===== config.mk =====
export PLATFORM = sky130hd
export DESIGN_NAME = cp0_multi_timer
export DESIGN_NICKNAME = d
export VERILOG_FILES = /design/src/rtl/cp0_multi_timer.sv
export SDC_FILE = /design/constraint.sdc
export NUM_CORES = 1
export LEC_CHECK = 0
export BUFFER_PORTS_ARGS = -buffer_cell sky130_fd_sc_hd__buf_2
export CAP_MARGIN = 25
export CORE_UTILIZATION = 29
export DETAILED_ROUTE_END_ITERATION = 10
export SLEW_MARGIN = 30
export SYNTH_ARGS = -nofsm -noshare
export SYNTH_HDL_FRONTEND = slang
export SYNTH_SLANG_ARGS = --single-unit

===== constraint.sdc =====
create_clock -name clk -period 3.85 [get_ports clk]
set_input_delay 0.1925 -clock clk [delete_from_list [all_inputs] [get_ports clk]]
set_output_delay 0.1925 -clock clk [all_outputs]
set_load 0.01 [all_outputs]

===== src/rtl/cp0_multi_timer.sv =====
// MIPS CP0: Count/Compare timers, Status/Cause/EPC, interrupt request and precise exception entry/ERET.
// Optional macro CP0_WR_BYPASS_EN forwards a same-cycle MTC0 write to the MFC0 read port.
module cp0_multi_timer #(
  parameter int          N_TIMER    = 2,
  parameter int          N_HWINT    = 6,
  parameter logic [31:0] STATUS_RST = 32'h1000_0000
) (
  input  logic               clk,
  input  logic               rst,
  input  logic [N_HWINT-1:0] hw_int,
  input  logic               we,
  input  logic [4:0]         waddr,
  input  logic [31:0]        wdata,
  input  logic [4:0]         raddr,
  output logic [31:0]        rdata,
  input  logic               exc_valid,
  input  logic [4:0]         exc_code,
  input  logic [31:0]        exc_pc,
  input  logic               exc_bd,
  input  logic               eret,
  output logic [31:0]        epc_out,
  output logic [N_TIMER-1:0] timer_int,
  output logic               int_req
);

  localparam logic [4:0] ADDR_STATUS = 5'd12;
  localparam logic [4:0] ADDR_CAUSE  = 5'd13;
  localparam logic [4:0] ADDR_EPC    = 5'd14;

  function automatic logic [4:0] count_addr(input int k);
    return (k == 0) ? 5'd9 : 5'(16 + 2 * (k - 1));
  endfunction

  function automatic logic [4:0] compare_addr(input int k);
    return (k == 0) ? 5'd11 : 5'(17 + 2 * (k - 1));
  endfunction

  logic [N_HWINT-1:0] hw_q;
  logic [31:0]        count_q   [N_TIMER];
  logic [31:0]        count_d   [N_TIMER];
  logic [31:0]        compare_q [N_TIMER];
  logic [31:0]        compare_d [N_TIMER];
  logic [N_TIMER-1:0] pending_q, pending_d;
  logic [31:0]        status_q, status_d;
  logic [31:0]        epc_q, epc_d;
  logic [1:0]         ip_sw_q, ip_sw_d;
  logic               bd_q, bd_d;
  logic [4:0]         exc_code_q, exc_code_d;

  logic [5:0]  ip_hw;
  logic [31:0] cause_rd;
  logic [31:0] rd_val;
  logic        rd_mapped;

  // IP[15:10]: sampled lines, with IP[15] also carrying any timer pending.
  always_comb begin
    ip_hw              = '0;
    ip_hw[N_HWINT-1:0] = hw_q;
    ip_hw[5]           = ip_hw[5] | (|pending_q);
  end

  assign cause_rd  = {bd_q, 15'b0, ip_hw, ip_sw_q, 1'b0, exc_code_q, 2'b0};
  assign int_req   = status_q[0] & ~status_q[1] & (|({ip_hw, ip_sw_q} & status_q[15:8]));
  assign epc_out   = epc_q;
  assign timer_int = pending_q;

  always_comb begin
    rd_val    = '0;
    rd_mapped = 1'b0;
    case (raddr)
      ADDR_STATUS: begin rd_val = status_q; rd_mapped = 1'b1; end
      ADDR_CAUSE:  begin rd_val = cause_rd; rd_mapped = 1'b1; end
      ADDR_EPC:    begin rd_val = epc_q;    rd_mapped = 1'b1; end
      default: ;
    endcase
    for (int k = 0; k < N_TIMER; k++) begin
      if (raddr == count_addr(k)) begin
        rd_val    = count_q[k];
        rd_mapped = 1'b1;
      end
      if (raddr == compare_addr(k)) begin
        rd_val    = compare_q[k];
        rd_mapped = 1'b1;
      end
    end
  end

`ifdef CP0_WR_BYPASS_EN
  always_comb begin
    rdata = rd_val;
    if (we && (waddr == raddr) && rd_mapped) begin
      rdata = (raddr == ADDR_CAUSE) ? {bd_q, 15'b0, ip_hw, wdata[9:8], 1'b0, exc_code_q, 2'b0}
                                    : wdata;
    end
  end
`else
  logic unused_mapped;
  assign unused_mapped = rd_mapped;
  assign rdata         = rd_val;
`endif

  // NOTE: every always_comb output gets a default first so no path infers a latch.
  always_comb begin
    status_d   = status_q;
    epc_d      = epc_q;
    ip_sw_d    = ip_sw_q;
    bd_d       = bd_q;
    exc_code_d = exc_code_q;
    pending_d  = pending_q;

    for (int k = 0; k < N_TIMER; k++) begin
      count_d[k]   = count_q[k] + 32'd1;
      compare_d[k] = compare_q[k];
      if (we && (waddr == count_addr(k))) count_d[k] = wdata;
      if (we && (waddr == compare_addr(k))) begin
        compare_d[k] = wdata;
        pending_d[k] = 1'b0;
      end else if ((count_d[k] == compare_q[k]) && (compare_q[k] != 32'd0)) begin
        pending_d[k] = 1'b1;
      end
    end

    if (we) begin
      case (waddr)
        ADDR_STATUS: status_d = wdata;
        ADDR_CAUSE:  ip_sw_d  = wdata[9:8];
        ADDR_EPC:    epc_d    = wdata;
        default: ;
      endcase
    end

    // Exception overrides ERET, which overrides MTC0, on the fields they share.
    if (exc_valid) begin
      exc_code_d  = exc_code;
      status_d[1] = 1'b1;
      if (!status_q[1]) begin
        epc_d = exc_bd ? (exc_pc - 32'd4) : exc_pc;
        bd_d  = exc_bd;
      end else begin
        epc_d = epc_q;
      end
    end else if (eret) begin
      status_d[1] = 1'b0;
    end
  end

  // NOTE: sequential state uses non-blocking assignments only.
  always_ff @(posedge clk) begin
    if (rst) begin
      hw_q       <= '0;
      pending_q  <= '0;
      status_q   <= STATUS_RST;
      epc_q      <= '0;
      ip_sw_q    <= '0;
      bd_q       <= 1'b0;
      exc_code_q <= '0;
      // NOTE: the timer arrays are architectural registers, so they are reset like any other state.
      for (int k = 0; k < N_TIMER; k++) begin
        count_q[k]   <= '0;
        compare_q[k] <= '0;
      end
    end else begin
      hw_q       <= hw_int;
      pending_q  <= pending_d;
      status_q   <= status_d;
      epc_q      <= epc_d;
      ip_sw_q    <= ip_sw_d;
      bd_q       <= bd_d;
      exc_code_q <= exc_code_d;
      for (int k = 0; k < N_TIMER; k++) begin
        count_q[k]   <= count_d[k];
        compare_q[k] <= compare_d[k];
      end
    end
  end

endmodule


==> Word level (Yosys, flattened, before mapping) <==
Memories as Yosys holds them, arrays and structs flattened.
Cells that the tools add are included.
{ "op_classes": {"n_addsub": 3, "eq_ne": 17, "mux": 25, "bitwise": 9, "reduce_logical": 21} }
{ "ops": {"columns": ["op", "count"], "rows": [
  ["$mux 32", 17],
  ["$pmux 32 s3", 1],
  ["$add 32x1->32 const B", 2],
  ["$eq 32x32->1", 2],
  ["$reduce_bool 32->1", 2],
  ["$eq 5x4->1 const B", 10],
  ["$sub 32x3->32 const B", 1],
  ["$eq 5x5->1 const B", 4],
  ["$and 8x8->8", 1],
  ["$reduce_and 2->1", 4],
  ["$reduce_or 8->1", 1],
  ["$logic_and 1x1->1", 6],
  ["$reduce_bool 3->1", 2],
  ["$reduce_or 2->1", 3],
  ["$mux 1", 5],
  ["$or 1x1->1", 5],
  ["$mux 2", 2],
  ["$reduce_bool 2->1", 2],
  ["$reduce_and 3->1", 1],
  ["$and 1x1->1", 2],
  ["$ne 2x2->1 const B", 1],
  ["$not 1->1", 1]
]} }
{ "totals": {"regBits": 80, "ram_bits": 128, "in_bits": 91, "output_inout_bits": 67, "elab_cells": 86, "memories": 2} }
{ "mem_list": {"columns": ["memory", "depth", "width", "read_ports", "rd_ports_with_merged_regs", "wr", "line", "text"], "rows": [
  ["compare_q", 2, 32, 2, 0, 2, "41", "logic [31:0] compare_q [N_TIMER];"],
  ["count_q", 2, 32, 2, 0, 2, "39", "logic [31:0] count_q [N_TIMER];"]
]} }

==> Depth between registers and ports, before layout <==
{ "depth": {"ltp_word": 7, "depth_mapped": 12, "depth_no_buf": 10} }

==> Least setup slack after synthesis <==
Ideal clock, no wire load.
{ "synth_path": {"path_kind": "register to register", "from": "memory count_q[0][3]", "to": "register pending_q[0] (netlist: timer_int[0])", "setup_ns": 0.069, "arrival_time_ns": 2.925, "required_time_ns": 3.781, "path_slack_ns": 0.856, "path_stages_with_launch": 11, "path_buffers": 2, "synth_period_minus_slack_ns": 2.994, "path_cell_list": "dfxtp_1 -> buf_6 -> nand3_4 -> or3_1 -> buf_6 -> a31o_1 -> a211o_1 -> or4_1 -> or4_1 -> or4b_1 -> o21ai_1"} }
{ "synth_rtl": {"columns": ["element", "line", "text"], "rows": [
  ["start, declared", "39", null],
  ["end signal, assigned", "164", "pending_q <= pending_d;"],
  ["end, declared", "43", "logic [N_TIMER-1:0] pending_q, pending_d;"]
]} }

==> flow_summary.yaml <==
synth:
  yosysWarningCount: 0
  synth_async_sr_flop_share_pct: 0
  synthCells: 1750
  synth.distinct_cells: 71
  syn_avg_cell_area_um2: 7.37
  synth_ff_type: "dfxtp_1"
  synth_top_area_share_pct: 32.3
  synth_seq_area_share_pct: 32.3
  ys_seq_elements: 208
  synth_edf_count: 0
  synth_nets: 1844
  synthDominantAreaCellType: "dfxtp_1"
  yosys-top-cells-area: "dfxtp_1 32%, nand2_1 8.1%, a21oi_1 5.9%"
  post_synth_instance_area_mm2: 0.0129
setup_path:
  crit_required_ns: 4.33
  critPathBufInv: 0
  cp_slowest_cell: "or3_1"
  cp_top_family: "simple AND/OR/NAND/NOR gates"
  path_cells: "nand3_4, or3_1, a31o_1, a211o_1, or4_1, or4_1, or4b_1, o21ai_1"
  r2r-start: "count_q[0][4]"
  crit_top_cell: "or4_1"
  critPathMaxStageDelay_ns: 0.57
  rrSetupSlack_ns: 0.47
  crit_fanout: 7
  worstPathArrival_ns: 3.86
  worst-r2r-cell-count: 8
  start_kind: "flop"
  worstSetupEndpointType: "flop"
  r2r-end: "timer_int[0]"
  critical_path_class: "flop to flop"
pwr:
  power.switching_uw: 1460
  ir_drop_uv: 301
  sw_frac_of_total_pct: 28.1
  comb_power_share_pct: 11.9
  p_leak_uw: 0.00551
  finalPower_uw: 5200
  powerDensity_mw_per_mm2: 343
  p_int_uw: 3740
  clkPwrFrac_pct: 44.3
  sequentialPowerShare_pct: 43.8
min_path:
  min_path_type: "input pin to flop"
  hold_depth: 3
  hold_end: "compare_q[0][56]"
  hp-start: "wdata[24]"
global_route:
  grt_overflow: 0
  antenna_found_initial: 0
  grt_pass1_wl_mm: 88.4
  grt_pass1_vias: 13200
  track_usage_pct: 26.2
  grt_max_degree: 68
sta:
  rsz0062_at_grt: "false"
  fin_tns_setup_ns: 0
  max_slew.worst_pin.slew_ns: 0.865
  final-max-slew-violation-count: 0
  hold_viol: 0
  fin_skew_ns: 0.0112
  finalSetupViolCount: 0
  fin_crit_sh_pct: 87.9
  clock.fmax_mhz: 296
  slew_headroom_pct: 42.4
  setup_ws_ns: 0.466
  fin_crit_ns: 3.38
detailed_routing:
  vias: 14200
  ant_nets: 0
  finalWirelength_mm: 59.9
  dr.pass1.iters: 9
  drc_errors: 0
  wl_per_cell_um: 24.5
  first_iter_violations: 1595
  via_per_inst: 5.81
run_status:
  status: "finished, final reports clean"
clock_tree:
  cts_tree: "done"
  cts_root_buf: "clkbuf_16"
  cts_buffers: 25
  clkLatencyLatePin_ns: 0.55
  clock_sinks: 208
  cts.path.max_buffers: 3
  ctsHtreeMaxLevel: 1
  cts.clk_slew.worst_paths_ns: 0.06
placement:
  dp.cells: 2381
  dp_hpwl_mm: 44.5
  numPortBuffers: 157
  dpl_worst_slack_ns: 0.497
  globalplace.congestion: 0.952
die:
  die_area_mm2: 0.0453
  fp.dieW_um: 213
  rows: 76
  die_h_um: 213
  io_pins: 158
  coreArea_mm2: 0.0435
  initial_core_util_pct: 29.7
finish:
  drive_gt1_share_pct: 14.4
  final_nets: 1936
  final_cells: 2444
  syn2layout_area_growth_pct: 17.6
  finish.utilization_pct: 34.9
flow_run:
  drv_cap: 0
-- final cells by class --
cell class	count	area [µm²]
Fill cell	4706	28300
Multi-Input combinational cell	1343	7980
Sequential cell	208	4160
Timing Repair Buffer	229	1390
Tap cell	585	732
Clock buffer	37	701
Inverter	35	131
Clock inverter	6	55.1
Antenna cell	1	2.50
-- worst register-to-register path, cell delays in order, from the launching register on --
cell	delay (ns)
dfxtp_1	0.52
nand3_4	0.16
or3_1	0.57
a31o_1	0.29
a211o_1	0.26
or4_1	0.49
or4_1	0.42
or4b_1	0.51
o21ai_1	0.12
-- logic make-up after synthesis --
kind of cell	Yosys count	synth area share (%)
multiplexers	34	2.64
flip-flops	208	32.3
buffers and inverters	199	6.18
adder cells (fa/ha/maj)	3	0.291
AND/OR/NAND/NOR	735	26.5
AO/OA/AOI/OAI	428	22.1
XOR/XNOR	143	9.93
-- flip-flops by register name, indices dropped and copies added (netlist names) --
signal / flops
compare_q: 64
count_q: 64
timer_int: 2
status_q: 32
ip_sw_q: 2
hw_q: 6
epc_out: 32
bd_q: 1
exc_code_q: 5
-- power by group through the flow --
stage	clock, µW	sequential [µW]	combinational (µW)
floorplan	0	2300	328
global placement	0	2320	587
detailed placement	0	2320	594
CTS	2330	2270	612
global route	2410	2280	665
finish	2300	2280	621
-- routing by layer --
metal  track usage [%]  part of all wire [%]
met1              37.2                    45
met2              39.7                    43
met3              4.56                   8.7
met4              9.08                   3.6
met5                 0                     0
-- synthesized netlist by cell type (34+ instances only) --
master    number
o21ai_0       37
clkbuf_1     145
a21oi_1      152
nor3_1        37
nand2_1      279
nor2_1       191
xnor2_1       78
xor2_1        63
a22oi_1       39
nand3_1       41
inv_1         35
nand4_1       38
dfxtp_1      208
mux2i_1       34
nor4_1        37
a211oi_1      62
-- layout by cell type, fill, tap and decap left out, drive strengths merged, types with 39 or more instances in the layout --
master / count
buf: 210
nand2: 279
a22oi: 39
o21ai: 39
a211oi: 62
nand3: 42
xnor2: 78
nand4: 39
a21oi: 152
xor2: 63
dfxtp: 208
nor2: 191
-- worst max path at each step --
stage / from / cells past startpoint / end / slack [ns]
3_3_place_gp: count_q[0][9] / 9 / timer_int[0] / 0.42
6_report: count_q[0][4] / 8 / timer_int[0] / 0.47
3_5_place_dp: count_q[0][4] / 8 / timer_int[0] / 0.50
4_1_cts: count_q[0][9] / 9 / timer_int[0] / 0.48
2_1_floorplan: count_q[0][3] / 10 / timer_int[0] / 0.86
5_1_grt: count_q[0][0] / 10 / timer_int[0] / 0.29
-- through the flow --
stage	hold WS (ns)	instance area, µm²
3_5_place_dp	0.414	14200
5_1_grt	0.0161	15200
6_report	0.0119	15200
2_1_floorplan	0.321	12900
4_1_cts	0.00399	15200
3_3_place_gp	0.408	14200
-- timing repair --
| action | CTS | global route |
|---|---|---|
| endpoints found under the hold margin | 25 | 0 |
| setup buffers | 0 | 0 |
| hold buffers | 19 | 0 |
| gates resized for setup | 0 | 0 |
No activity file was read; power rests on OpenSTA's default activity.
